$ cat src/rtl/dram_read_arbiter.sv
// Round-robin arbiter sharing one DRAM read engine between two descriptor-driven clients.
// Optional DRAM_ARB_CHUNK_EN caps each reader command at CHUNK_BYTES and re-arbitrates per chunk.
module dram_read_arbiter #(
    parameter int CHUNK_BYTES = 2048
) (
    input  logic        ACLK,
    input  logic        ARESETN,
    input  logic        C0_CONFIG_VALID,
    output logic        C0_CONFIG_READY,
    input  logic [31:0] C0_CONFIG_START_ADDR,
    input  logic [31:0] C0_CONFIG_NBYTES,
    input  logic        C0_DATA_READY_DOWNSTREAM,
    output logic        C0_DATA_VALID,
    output logic [63:0] C0_DATA,
    input  logic        C1_CONFIG_VALID,
    output logic        C1_CONFIG_READY,
    input  logic [31:0] C1_CONFIG_START_ADDR,
    input  logic [31:0] C1_CONFIG_NBYTES,
    input  logic        C1_DATA_READY_DOWNSTREAM,
    output logic        C1_DATA_VALID,
    output logic [63:0] C1_DATA,
    output logic        R_CONFIG_VALID,
    input  logic        R_CONFIG_READY,
    output logic [31:0] R_CONFIG_START_ADDR,
    output logic [31:0] R_CONFIG_NBYTES,
    output logic        R_DATA_READY_DOWNSTREAM,
    input  logic        R_DATA_VALID,
    input  logic [63:0] R_DATA,
    output logic        BUSY,
    output logic        GRANT
);

    typedef enum logic [1:0] {ST_IDLE, ST_ISSUE, ST_STREAM} state_t;

    generate
        if (CHUNK_BYTES < 128 || (CHUNK_BYTES % 128) != 0) begin : g_bad_chunk
            $error("CHUNK_BYTES must be a multiple of 128 and at least 128");
        end
    endgenerate

    logic [1:0]  cfg_valid;
    logic [1:0]  cfg_ready;
    logic [1:0]  ds_ready;
    logic [1:0]  data_valid;
    logic [31:0] cfg_addr   [2];
    logic [31:0] cfg_nbytes [2];

    assign cfg_valid     = {C1_CONFIG_VALID, C0_CONFIG_VALID};
    assign ds_ready      = {C1_DATA_READY_DOWNSTREAM, C0_DATA_READY_DOWNSTREAM};
    assign cfg_addr[0]   = C0_CONFIG_START_ADDR;
    assign cfg_addr[1]   = C1_CONFIG_START_ADDR;
    assign cfg_nbytes[0] = C0_CONFIG_NBYTES;
    assign cfg_nbytes[1] = C1_CONFIG_NBYTES;

    state_t      state_q, state_d;
    logic [1:0]  pend_q, pend_d;
    logic [31:0] addr_q [2];
    logic [31:0] addr_d [2];
    logic [31:0] rem_q  [2];
    logic [31:0] rem_d  [2];
    logic        last_grant_q, last_grant_d;
    logic        grant_q, grant_d;
    logic [31:0] r_addr_q, r_addr_d;
    logic [31:0] r_nbytes_q, r_nbytes_d;
    logic [28:0] beat_cnt_q, beat_cnt_d;

    logic        grant_sel;
    logic [31:0] chunk;
    logic        streaming;
    logic        beat_fire;

    // Alternate on a tie; otherwise the sole pending client wins.
    assign grant_sel = (&pend_q) ? ~last_grant_q : pend_q[1];

`ifdef DRAM_ARB_CHUNK_EN
    localparam logic [31:0] CHUNK_W = 32'(CHUNK_BYTES);
    assign chunk = (rem_q[grant_sel] > CHUNK_W) ? CHUNK_W : rem_q[grant_sel];
`else
    assign chunk = rem_q[grant_sel];
`endif

    assign streaming               = (state_q == ST_STREAM);
    assign R_DATA_READY_DOWNSTREAM = streaming && ds_ready[grant_q];
    assign beat_fire               = R_DATA_VALID && R_DATA_READY_DOWNSTREAM;

    generate
        for (genvar gi = 0; gi < 2; gi++) begin : g_client
            assign cfg_ready[gi]  = !pend_q[gi];
            assign data_valid[gi] = streaming && (grant_q == 1'(gi)) && R_DATA_VALID;
        end
    endgenerate

    assign C0_CONFIG_READY     = cfg_ready[0];
    assign C1_CONFIG_READY     = cfg_ready[1];
    assign C0_DATA_VALID       = data_valid[0];
    assign C1_DATA_VALID       = data_valid[1];
    assign C0_DATA             = R_DATA;
    assign C1_DATA             = R_DATA;
    assign R_CONFIG_VALID      = (state_q == ST_ISSUE);
    assign R_CONFIG_START_ADDR = r_addr_q;
    assign R_CONFIG_NBYTES     = r_nbytes_q;
    assign BUSY                = (state_q != ST_IDLE);
    assign GRANT               = grant_q;

    always_comb begin
        state_d      = state_q;
        pend_d       = pend_q;
        addr_d       = addr_q;
        rem_d        = rem_q;
        last_grant_d = last_grant_q;
        grant_d      = grant_q;
        r_addr_d     = r_addr_q;
        r_nbytes_d   = r_nbytes_q;
        beat_cnt_d   = beat_cnt_q;

        // A descriptor shorter than one burst is acknowledged but never becomes pending.
        for (int n = 0; n < 2; n++) begin
            if (cfg_valid[n] && cfg_ready[n]) begin
                addr_d[n] = cfg_addr[n];
                rem_d[n]  = {cfg_nbytes[n][31:7], 7'b0};
                pend_d[n] = |cfg_nbytes[n][31:7];
            end
        end

        case (state_q)
            ST_IDLE: begin
                if (|pend_q) begin
                    grant_d    = grant_sel;
                    r_addr_d   = addr_q[grant_sel];
                    r_nbytes_d = chunk;
                    beat_cnt_d = 29'(chunk >> 3);
                    state_d    = ST_ISSUE;
                end
            end
            ST_ISSUE: begin
                if (R_CONFIG_READY) begin
                    state_d = ST_STREAM;
                end
            end
            ST_STREAM: begin
                if (beat_fire) begin
                    beat_cnt_d = beat_cnt_q - 29'd1;
                    if (beat_cnt_q == 29'd1) begin
                        state_d          = ST_IDLE;
                        addr_d[grant_q]  = addr_q[grant_q] + r_nbytes_q;
                        rem_d[grant_q]   = rem_q[grant_q] - r_nbytes_q;
                        pend_d[grant_q]  = (rem_q[grant_q] != r_nbytes_q);
                        last_grant_d     = grant_q;
                    end
                end
            end
            default: state_d = ST_IDLE;
        endcase
    end

    always_ff @(posedge ACLK) begin
        if (!ARESETN) begin
            state_q      <= ST_IDLE;
            pend_q       <= '0;
            addr_q       <= '{default: '0};
            rem_q        <= '{default: '0};
            last_grant_q <= 1'b1;
            grant_q      <= 1'b0;
            r_addr_q     <= '0;
            r_nbytes_q   <= '0;
            beat_cnt_q   <= '0;
        end else begin
            state_q      <= state_d;
            pend_q       <= pend_d;
            addr_q       <= addr_d;
            rem_q        <= rem_d;
            last_grant_q <= last_grant_d;
            grant_q      <= grant_d;
            r_addr_q     <= r_addr_d;
            r_nbytes_q   <= r_nbytes_d;
            beat_cnt_q   <= beat_cnt_d;
        end
    end

endmodule

$ cat config.mk
export PLATFORM = sky130hd
export DESIGN_NAME = dram_read_arbiter
export DESIGN_NICKNAME = d
export VERILOG_FILES = /design/src/rtl/dram_read_arbiter.sv
export SDC_FILE = /design/constraint.sdc
export NUM_CORES = 1
export LEC_CHECK = 0
export ABC_CLOCK_PERIOD_IN_PS = 7690
export CAP_MARGIN = 20
export CORE_MARGIN = 8
export CORE_UTILIZATION = 54
export CTS_CLUSTER_DIAMETER = 50
export DETAILED_ROUTE_END_ITERATION = 16
export PLACE_DENSITY = 0.87
export SETUP_SLACK_MARGIN = 0.3
export SLEW_MARGIN = 10
export SYNTH_ARGS = -nofsm -noshare
export SYNTH_HDL_FRONTEND = slang
export SYNTH_SLANG_ARGS = --single-unit
$ cat constraint.sdc
create_clock -name ACLK -period 7.69 [get_ports ACLK]
set_input_delay 1.538 -clock ACLK [delete_from_list [all_inputs] [get_ports ACLK]]
set_output_delay 1.538 -clock ACLK [all_outputs]
set_load 0.005 [all_outputs]
==> run metrics, run 1 <==
CP bufs+invs=1; post-CTS sizing=0; Core Rows=between 60 and 70; Die Area=34990 um^2; vias in the first global route=14920; Post-Synthesis Cells=~2100; Hold Path Depth=2; hold crit path type=reg2reg; port bufs=roughly 190; CTS tree=done; antenna viol nets, final=0; first-pass GRT wire length=approximately 82 mm; slowest CP cell=dfxtp_4; Peak VDD IR=between 150 and 200 uV; syn nets=approximately 2300; crit end category=flip-flop; RSZ-0062 raised after global routing=no; Top delay family on crit path=compound AO/OA/AOI/OAI gates; total clock sinks=~230; share of cells above drive strength 1=0.07938; Internal=roughly 2.6 mW; Antenna Cells=0; Clock Pin Slew Worst Setup and Hold Paths=roughly 0.060 ns; Hold Path End=beat_cnt_q[8]$_SDFFE_PN0P_; number of flops mapped to enable cells by yosys=0; flop-to-flop setup slack=2.98 ns; top post-synthesis cells by area=dfxtp_1 (29%), mux2i_1 (6.6%), nand2_1 (6.2%); Avg WL per Cell=around 21 um; flops & latches, synth=~230; fin. max-slew vios=0; DRT iter0 DRCs=around 1700; Worst R2R End=rem_q[61]$_SDFF_PN0_; CTS Buf Count=29; clock power share=0.350; status=finished clean; Cell Area, Synth=roughly 16000 um^2; H-tree depth=1; FMAX=212.4 MHz; crit path launch type=flip-flop; routed wire length=between 50 and 60 mm; share of the synthesized area in the top cell type=0.2876; leakage power=between 7 and 8 nW; gr ovfl total=0; syn_area_per_cell=7.637 um^2; Vias per Instance=roughly 6.2; largest net degree at the start of global routing=around 120; P&R area growth vs syn=13.38%; Max-Cap Viols=0; FFs w/ async S/R, synth=0; Ports=400; Crit Path Class=reg2reg; Cell variety after synth=between 60 and 70; Req. time, crit path=8.07 ns; setup TNS=0 ns; worst slew pin tran=around 1.2 ns; Final Hold Fails=0; drt drc=0; Synth warnings=0; Post-CTS Hold Fix Bufs=0; part of the power in registers=0.352; nets=2311; post-layout minimum cycle time=roughly 4.7 ns; core area=~29000 um^2; critical path, cell by cell=buf_4 > mux2_2 > ha_1 > nand3_1 > o21bai_1 > a21oi_1 > o211ai_2 > a2111oi_4 > o21bai_1 > o21ai_1 > mux2i_1 > a21oi_1; initial antenna violation count=0; register area share after synthesis=0.2876; drt first pass iters=6; count leader, synth=nand2_1; P_sw=about 1.3 mW; critical path fanouts, max=39; DP HPWL=36.47 mm; Clock Skew=0.009873 ns; Vias=between 15000 and 20000; R2R depth=12; Worst-Skew Late Latency=around 0.55 ns; die outline width=around 190 um; Root Buffer=clkbuf_16; Synth Flop Type=dfxtp_1; routability cong.=~0.95; Post-CTS Setup Inserts=0; Synth area leader=dfxtp_1; Rel. slew slack=0.1847; CTS Buffer Depth=3; Power Density=216.5 nW/um^2; Die Y=~190 um; Gate power share=0.297; RR Startpoint=GRANT$_SDFFE_PN0P_; hold slack=0.4662 ns; All-Layer GR Usage=0.2813; Starting Density=0.5490; Crit path largest cell delay=about 0.73 ns; top cells by count, synth=nand2_1 (262), nor2_1 (240), dfxtp_1 (227), buf_4 (128), a21oi_1 (123); hold path start=beat_cnt_q[8]$_SDFFE_PN0P_; Tcrit/Tclk final=0.6123; sw frac=0.3383; WP data arrival=between 5 and 6 ns; # setup viols final=0
-- per-stage QoR --
| step | std cells | area (um^2) | worst slack, ns | total power, mW | util |
|---|---|---|---|---|---|
| 2_1_floorplan | 2069 | 15800 | 3.893 | 2.170 | - |
| 3_5_place_dp | 2394 | 16890 | 2.688 | 2.506 | 0.5868 |
| 5_1_grt | 2450 | 17920 | 2.888 | 4.045 | 0.6225 |
| 4_1_cts | 2447 | 17850 | 3.164 | 3.860 | 0.6203 |
| 6_report | 2450 | 17920 | 2.981 | 3.879 | 0.6225 |
| 3_3_place_gp | 2394 | 16890 | 2.829 | 2.479 | 0.5868 |
-- worst max-delay path by stage --
stage / start / to / cells after the start
6_report: GRANT$_SDFFE_PN0P_ / rem_q[61]$_SDFF_PN0_ / 12
5_1_grt: GRANT$_SDFFE_PN0P_ / rem_q[61]$_SDFF_PN0_ / 12
4_1_cts: GRANT$_SDFFE_PN0P_ / rem_q[61]$_SDFF_PN0_ / 12
3_5_place_dp: C1_DATA_READY_DOWNSTREAM / addr_q[25]$_SDFF_PN0_ / 9
3_3_place_gp: C1_DATA_READY_DOWNSTREAM / addr_q[25]$_SDFF_PN0_ / 9
2_1_floorplan: GRANT$_SDFFE_PN0P_ / rem_q[54]$_SDFF_PN0_ / 16
-- cells by family after synthesis --
| kind of cell | after synthesis | synth area share |
|---|---|---|
| buffers and inverters | 318 | 0.1068 |
| multiplexers | 164 | 0.1086 |
| flip-flops | 227 | 0.2876 |
| AO/OA/AOI/OAI | 488 | 0.2031 |
| adder cells (fa/ha/maj) | 67 | 0.05400 |
| XOR/XNOR | 51 | 0.02827 |
| AND/OR/NAND/NOR | 754 | 0.2116 |
-- power groups by stage --
stage / sequential [mW] / clock (mW) / combinational, mW
3_3_place_gp: 1.38 / 0 / 1.10
5_1_grt: 1.38 / 1.42 / 1.25
4_1_cts: 1.36 / 1.37 / 1.13
2_1_floorplan: 1.35 / 0 / 0.817
3_5_place_dp: 1.39 / 0 / 1.12
6_report: 1.37 / 1.36 / 1.15
-- flip-flops by register name (all words and copies together) (netlist names), 2 cells and up --
signal and flops:
R_CONFIG_NBYTES 32, pend_q 2, state_q 2, beat_cnt_q 29, addr_q 64, rem_q 64, R_CONFIG_START_ADDR 32
-- routing by layer --
layer	GRT usage	share of wire
met1	0.3577	0.41
met2	0.4497	0.45
met3	0.05910	0.099
met4	0.1316	0.045
met5	0	0
-- tightest hold or removal path: cells and delay by family (launching register included) --
family / cells / cell delay, ns
compound gates: 1 / 0.05
simple gates: 1 / 0.06
flops: 1 / 0.31
-- layout make-up --
cell class,count,area (um^2)
clock buffer,40,817.0
clock inverter,13,147.6
multi-input combinational,1524,9619
timing repair buffer,211,2107
tap,384,480.5
sequential,227,4548
fill,2443,10860
inverter,51,196.4
-- cell usage in the layout, fill, tap and decap left out, drive strengths merged, types with 18 or more instances in the layout --
| cell type | instances |
|---|---|
| a21oi | 123 |
| o211ai | 18 |
| mux2 | 60 |
| nand3 | 98 |
| a21o | 31 |
| inv | 53 |
| nand2 | 262 |
| and3 | 22 |
| dfxtp | 227 |
| ha | 65 |
| nor4 | 20 |
| xor2 | 19 |
| mux2i | 104 |
| a211oi | 112 |
| o21ai | 110 |
| nand4 | 21 |
| nor2 | 240 |
| buf | 18 |
| clkbuf | 40 |
| clkdlybuf4s50 | 193 |
| xnor2 | 32 |
| nor3 | 32 |
No activity file was read; power rests on OpenSTA's default activity.
==> run 2, diff against run 1 <==
--- a/config.mk
+++ b/config.mk
@@ -5,13 +5,13 @@
 export SDC_FILE = /design/constraint.sdc
 export NUM_CORES = 1
 export LEC_CHECK = 0
-export ABC_CLOCK_PERIOD_IN_PS = 7690
+export ABC_CLOCK_PERIOD_IN_PS = 4400
 export CAP_MARGIN = 20
 export CORE_MARGIN = 8
-export CORE_UTILIZATION = 54
+export CORE_UTILIZATION = 51
 export CTS_CLUSTER_DIAMETER = 50
 export DETAILED_ROUTE_END_ITERATION = 16
-export PLACE_DENSITY = 0.87
+export PLACE_DENSITY = 0.83
 export SETUP_SLACK_MARGIN = 0.3
 export SLEW_MARGIN = 10
 export SYNTH_ARGS = -nofsm -noshare
==> constraint.sdc (replaced) <==
create_clock -name ACLK -period 4.4 [get_ports ACLK]
set_input_delay 0.88 -clock ACLK [delete_from_list [all_inputs] [get_ports ACLK]]
set_output_delay 0.88 -clock ACLK [all_outputs]
set_load 0.005 [all_outputs]
==> run metrics, run 2 (synthesized netlist as in run 1, its figures left out) <==
drt drc=0 (unchanged); initial antenna violation count=0 (unchanged); H-tree depth=1 (unchanged); All-Layer GR Usage=0.2670 (-0.01424); Req. time, crit path=4.87 ns (-3.20 ns); Ports=400 (unchanged); CTS Buf Count=29 (unchanged); Power Density=377.6 nW/um^2 (+74%); RR Startpoint=GRANT$_SDFFE_PN0P_; commonest non-fill, non-tap cell in the layout=nand2_1; drt first pass iters=5 (-1); hold path start=beat_cnt_q[8]$_SDFFE_PN0P_; met1 Usage GRT=0.3445 (-0.01324); P&R area growth vs syn=14.40%; Most Crowded Layer GR=met2; post-layout minimum cycle time=3.838 ns (-0.8706 ns); status=finished clean; largest registers=addr_q: 64 flops, rem_q: 64 flops; DRT iter0 DRCs=1381 (-18%); Max-Cap Viols=0 (unchanged); antenna viol nets, final=0 (unchanged); setup TNS=0 ns (unchanged); P_sw=2.307 mW (+76%); Root Buffer=clkbuf_16; critical path fanouts, max=22 (-44%); crit path launch type=flip-flop; # setup viols final=0 (unchanged); share of cells above drive strength 1=0.08685 (+0.007472); CTS Buffer Depth=3 (unchanged); port bufs=193 (unchanged); Vias=15300 (+0.24%); Hold Path End=beat_cnt_q[8]$_SDFFE_PN0P_; Crit Path Class=reg2reg; Worst-Skew Late Latency=0.56 ns (about the same); first-pass GRT wire length=79.19 mm (-2.9%); Tcrit/Tclk final=0.8723 (+0.2600); total clock sinks=227 (unchanged); Peak VDD IR=305.4 uV (+91%); Clock Skew=0.01513 ns (+0.005256 ns); CTS tree=done; Gate power share=0.296 (about the same); routed wire length=52.00 mm (-0.62%); Antenna Cells=0 (unchanged); worst slew pin tran=0.9366 ns (-0.2864 ns); Vias per Instance=6.169 (-0.97%); routability cong.=0.9591 (+0.76%); WP data arrival=4.31 ns (-0.78 ns); part of the power in registers=0.349 (-0.003); clock power share=0.355 (+0.005); Clock Pin Slew Worst Setup and Hold Paths=0.06 ns (about the same); die outline width=192.0 um (+2.7%); Die Area=36870 um^2 (+5.4%); leakage power=7.321 nW (+1.3%); flop-to-flop setup slack=0.56 ns (-2.42 ns); R2R depth=12 (unchanged); FILL cells=2733 (+12%); hold slack=0.4645 ns (-0.001689 ns); met3 usage=0.04503 (-0.01407); vias in the first global route=14510 (-2.8%); Core Rows=64 (+3.2%); core area=30590 um^2 (+6.3%); Avg WL per Cell=20.97 um (-1.8%); largest net degree at the start of global routing=77 (-35%); RSZ-0062 raised after global routing=yes; DP HPWL=38.07 mm (+4.4%); Rel. slew slack=0.3741 (+0.1894); M2 GR Usage=0.4331 (-0.01652); sw frac=0.3380 (about the same); Die Y=192.0 um (+2.7%); Hold Path Depth=2 (unchanged); Final Hold Fails=0 (unchanged); Worst R2R End=addr_q[56]$_SDFF_PN0_; Internal=4.518 mW (+76%); crit end category=flip-flop; hold crit path type=reg2reg; nets=2328 (+0.74%); gr ovfl total=0 (unchanged); Starting Density=0.5166 (-0.03247); fin. max-slew vios=0 (unchanged); most frequent cells in the layout=nand2_1 (260), nor2_1 (240), dfxtp_1 (226), clkdlybuf4s50_1 (193), a21oi_1 (121); FMAX=260.6 MHz (+23%)
## run 2: critical path, stage by stage, from the launching register on
cell and delay (ns):
dfxtp_4 0.44, buf_4 0.36, mux2_2 0.39, ha_1 0.33, a21oi_1 0.29, o21ai_0 0.15
a21oi_1 0.28, a211oi_1 0.15, a2111oi_0 0.65, or3_1 0.23, and3_1 0.18, xor2_1 0.07
a211oi_1 0.22
## run 2: power by group through the flow
stage          logic [mW]  clock network (mW)  registers [mW]
2_1_floorplan        1.43                   0            2.36
3_3_place_gp         1.95                   0            2.41
3_5_place_dp         1.98                   0            2.42
4_1_cts              1.99                2.43            2.38
5_1_grt              2.20                2.53            2.40
6_report             2.02                2.42            2.38
## run 2: how the worst max path moves through the flow
stage | endpoint | slack (ns) | cells past startpoint | startpoint
4_1_cts | addr_q[30]$_SDFF_PN0_ | 0.59 | 12 | GRANT$_SDFFE_PN0P_
5_1_grt | addr_q[30]$_SDFF_PN0_ | 0.26 | 12 | GRANT$_SDFFE_PN0P_
3_3_place_gp | addr_q[30]$_SDFF_PN0_ | 0.64 | 12 | GRANT$_SDFFE_PN0P_
6_report | addr_q[56]$_SDFF_PN0_ | 0.56 | 12 | GRANT$_SDFFE_PN0P_
2_1_floorplan | rem_q[54]$_SDFF_PN0_ | 0.60 | 16 | GRANT$_SDFFE_PN0P_
3_5_place_dp | addr_q[30]$_SDFF_PN0_ | 0.60 | 12 | GRANT$_SDFFE_PN0P_
## run 2: what timing repair did
action / 4_1_cts / 5_1_grt
endpoints found under the hold margin: 0 / 0
setup endpoints to repair: 0 / 3
resized for setup: 0 / 2
buffers inserted: 0 / 0
hold buffers: 0 / 0
## run 2: layout make-up
| class | instances | area (um^2) | area share |
|---|---|---|---|
| Timing Repair Buffer | 228 | 2240 | 0.1239 |
| Inverter | 51 | 196.4 | 0.01087 |
| Clock inverter | 17 | 201.4 | 0.01114 |
| Tap cell | 396 | 495.5 | 0.02741 |
| Multi-Input combinational cell | 1524 | 9620 | 0.5322 |
| Sequential cell | 227 | 4548 | 0.2516 |
| Clock buffer | 37 | 775.7 | 0.04291 |
## run 2: metal layers
metal | routed length (um) | vias up
met2 | 23480 | 823
met1 | 20930 | 7160
li1 | - | 7195
met3 | 5342 | 120
met4 | 2243 | 0
met5 | 0 | -
## run 2: metrics by stage
| stage | instances | worst slack, ns | utilization | power, mW | cell area [um^2] |
|---|---|---|---|---|---|
| 2_1_floorplan | 2069 | 0.6028 | - | 3.792 | 15800 |
| 3_3_place_gp | 2425 | 0.6422 | 0.5579 | 4.362 | 17070 |
| 3_5_place_dp | 2426 | 0.5987 | 0.5588 | 4.396 | 17090 |
| 4_1_cts | 2480 | 0.5877 | 0.5908 | 6.801 | 18070 |
| 5_1_grt | 2480 | 0.2557 | 0.5910 | 7.126 | 18080 |
| 6_report | 2480 | 0.5620 | 0.5910 | 6.825 | 18080 |
==> run 3, diff against run 2 <==
--- a/config.mk
+++ b/config.mk
@@ -10,10 +10,10 @@
 export CORE_MARGIN = 8
 export CORE_UTILIZATION = 51
 export CTS_CLUSTER_DIAMETER = 50
+export CTS_CLUSTER_SIZE = 40
 export DETAILED_ROUTE_END_ITERATION = 16
 export PLACE_DENSITY = 0.83
 export SETUP_SLACK_MARGIN = 0.3
-export SLEW_MARGIN = 10
 export SYNTH_ARGS = -nofsm -noshare
 export SYNTH_HDL_FRONTEND = slang
 export SYNTH_SLANG_ARGS = --single-unit
==> run metrics, run 3 (synthesized netlist as in run 1, its figures left out) <==
antenna viol nets, final=0 (unchanged); crit end category=flip-flop; Setup WS pre-CTS=0.5987 ns (unchanged); Root Buffer=clkbuf_16; vias in the first global route=14510 (+0.028%); Ports=400 (unchanged); hold crit path type=reg2reg; Req. time, crit path=4.86 ns (about the same); R2R depth=12 (unchanged); Avg WL per Cell=20.99 um (+0.12%); H-tree depth=1 (unchanged); leakage power=7.270 nW (-0.70%); Hold Path Depth=2 (unchanged); Setup WS post-layout=0.5513 ns (-0.01074 ns); worst slew pin tran=0.9362 ns (-0.0003981 ns); final non-filler cell total=2475 (-0.20%); CTS tree=done; hold slack=0.4665 ns (+0.002049 ns); Die Area=36870 um^2 (unchanged); status=finished clean; die outline width=192.0 um (unchanged); drt drc=0 (unchanged); share of cells above drive strength 1=0.08614 (-0.0007117); Peak VDD IR=313.3 uV (+2.6%); first-pass GRT wire length=79.00 mm (-0.24%); largest net degree at the start of global routing=77 (unchanged); Inst Count DP=2426 (unchanged); Die Y=192.0 um (unchanged); Highest Signal Layer=met4; port bufs=193 (unchanged); hold path start=beat_cnt_q[8]$_SDFFE_PN0P_; flop-to-flop setup slack=0.55 ns (about the same); Tcrit/Tclk final=0.8747 (+0.002440); Crit Path Class=reg2reg; Worst R2R End=addr_q[56]$_SDFF_PN0_; Clock Pin Slew Worst Setup and Hold Paths=0.08 ns (+0.02 ns); Finished Cell Area=17990 um^2 (-0.47%); Starting Density=0.5166 (unchanged); commonest non-fill, non-tap cell in the layout=nand2_1; Hold Path End=beat_cnt_q[8]$_SDFFE_PN0P_; critical path, cell by cell=buf_4 > mux2_2 > ha_1 > a21oi_1 > o21ai_0 > a21oi_1 > a211oi_1 > a2111oi_0 > or3_1 > and3_1 > xor2_1 > a211oi_1; routed length on met2=23.16 mm (-1.3%); largest registers=addr_q: 64 flops, rem_q: 64 flops; total clock sinks=227 (unchanged); Post-CTS Hold Fix Bufs=0 (unchanged); All-Layer GR Usage=0.2665 (-0.0005368); fin. max-slew vios=0 (unchanged); most frequent cells in the layout=nand2_1 (260), nor2_1 (240), dfxtp_1 (226), clkdlybuf4s50_1 (193), a21oi_1 (121); Core Rows=64 (unchanged); Power Total=6.623 mW (-3.0%); Max-Cap Viols=0 (unchanged); FMAX=259.8 MHz (-0.28%); DRT iter0 DRCs=1207 (-13%); Post-CTS Setup Inserts=0 (unchanged); setup TNS=0 ns (unchanged); Vias per Instance=6.154 (-0.24%); Final Hold Fails=0 (unchanged); CTS Buffer Depth=3 (unchanged); P&R area growth vs syn=13.87%; Area after DPL=17090 um^2 (unchanged); CTS Buf Count=26 (-10%); initial antenna violation count=0 (unchanged); gr ovfl total=0 (unchanged); met3 wire length=4.981 mm (-6.8%); Worst-Skew Late Latency=0.55 ns (about the same); critical path fanouts, max=22 (unchanged); routed wire length=51.95 mm (about the same); post-layout minimum cycle time=3.849 ns (+0.01074 ns); Power Density=368.1 nW/um^2 (-2.5%); Clock Skew=0.02653 ns (+0.01140 ns); slowest CP cell=a2111oi_0; routability cong.=0.9591 (unchanged); drt first pass iters=7 (+2); core area=30590 um^2 (unchanged); met1 wire length=21.44 mm (+2.4%); DP HPWL=38.07 mm (unchanged); WP data arrival=4.30 ns (about the same); post-CTS sizing=0 (unchanged); crit path launch type=flip-flop; # setup viols final=0 (unchanged); Rel. slew slack=0.3743 (about the same); nets=2325 (-0.13%); RR Startpoint=GRANT$_SDFFE_PN0P_; RSZ-0062 raised after global routing=yes; Vias=15230 (-0.44%); fin util=0.5882 (-0.002782); Crit path largest cell delay=0.64 ns (about the same)
run 3: cell count changes in the layout (fill, tap and decap cells not counted), moves of 2 or more:
cell and delta:
bufinv_16 -3, clkbuf_1 -4, clkbuf_16 -2, clkinv_4 -4
clkinv_8 +5, clkinvlp_4 +2, inv_8 +3
run 3: report_power, final:
part	total [mW]	internal (mW)	leakage, nW	switching [mW]
Sequential	2.38	2.21	1.86	0.168
Clock	2.22	1.20	0.430	1.03
Combinational	2.02	0.862	4.98	1.16
Total	6.62	4.27	7.27	2.35
run 3: area by class of cell:
cell class / count / area, um^2
clock inverter: 18 / 192.7
clock buffer: 30 / 696.9
multi-input combinational: 1524 / 9620
tap: 396 / 495.5
antenna: 1 / 2.502
inverter: 51 / 196.4
sequential: 227 / 4548
fill: 2746 / 12600
timing repair buffer: 228 / 2240
run 3: worst max-delay path: cells and delay by family (launching register included):
kind / cells / cell delay [ns]
DFF: 1 / 0.44
buffers and inverters: 1 / 0.36
AOI/OAI and AO/OA: 6 / 1.71
muxes: 1 / 0.39
adders and majority gates: 1 / 0.33
and+or+nand+nor: 2 / 0.41
xor gates and xnor gates: 1 / 0.07
run 3: per-layer routing:
| metal | track usage | up-vias |
|---|---|---|
| met4 | 0.1240 | 0 |
| met1 | 0.3471 | 7066 |
| met3 | 0.04267 | 158 |
| li1 | - | 7175 |
| met5 | 0 | - |
| met2 | 0.4269 | 831 |
run 3: worst max-delay path by stage:
stage	startpoint	end	cells past startpoint
6_report	GRANT$_SDFFE_PN0P_	addr_q[56]$_SDFF_PN0_	12
5_1_grt	GRANT$_SDFFE_PN0P_	addr_q[30]$_SDFF_PN0_	12
4_1_cts	GRANT$_SDFFE_PN0P_	addr_q[30]$_SDFF_PN0_	12
3_5_place_dp	GRANT$_SDFFE_PN0P_	addr_q[30]$_SDFF_PN0_	12
3_3_place_gp	GRANT$_SDFFE_PN0P_	addr_q[30]$_SDFF_PN0_	12
2_1_floorplan	GRANT$_SDFFE_PN0P_	rem_q[54]$_SDFF_PN0_	16
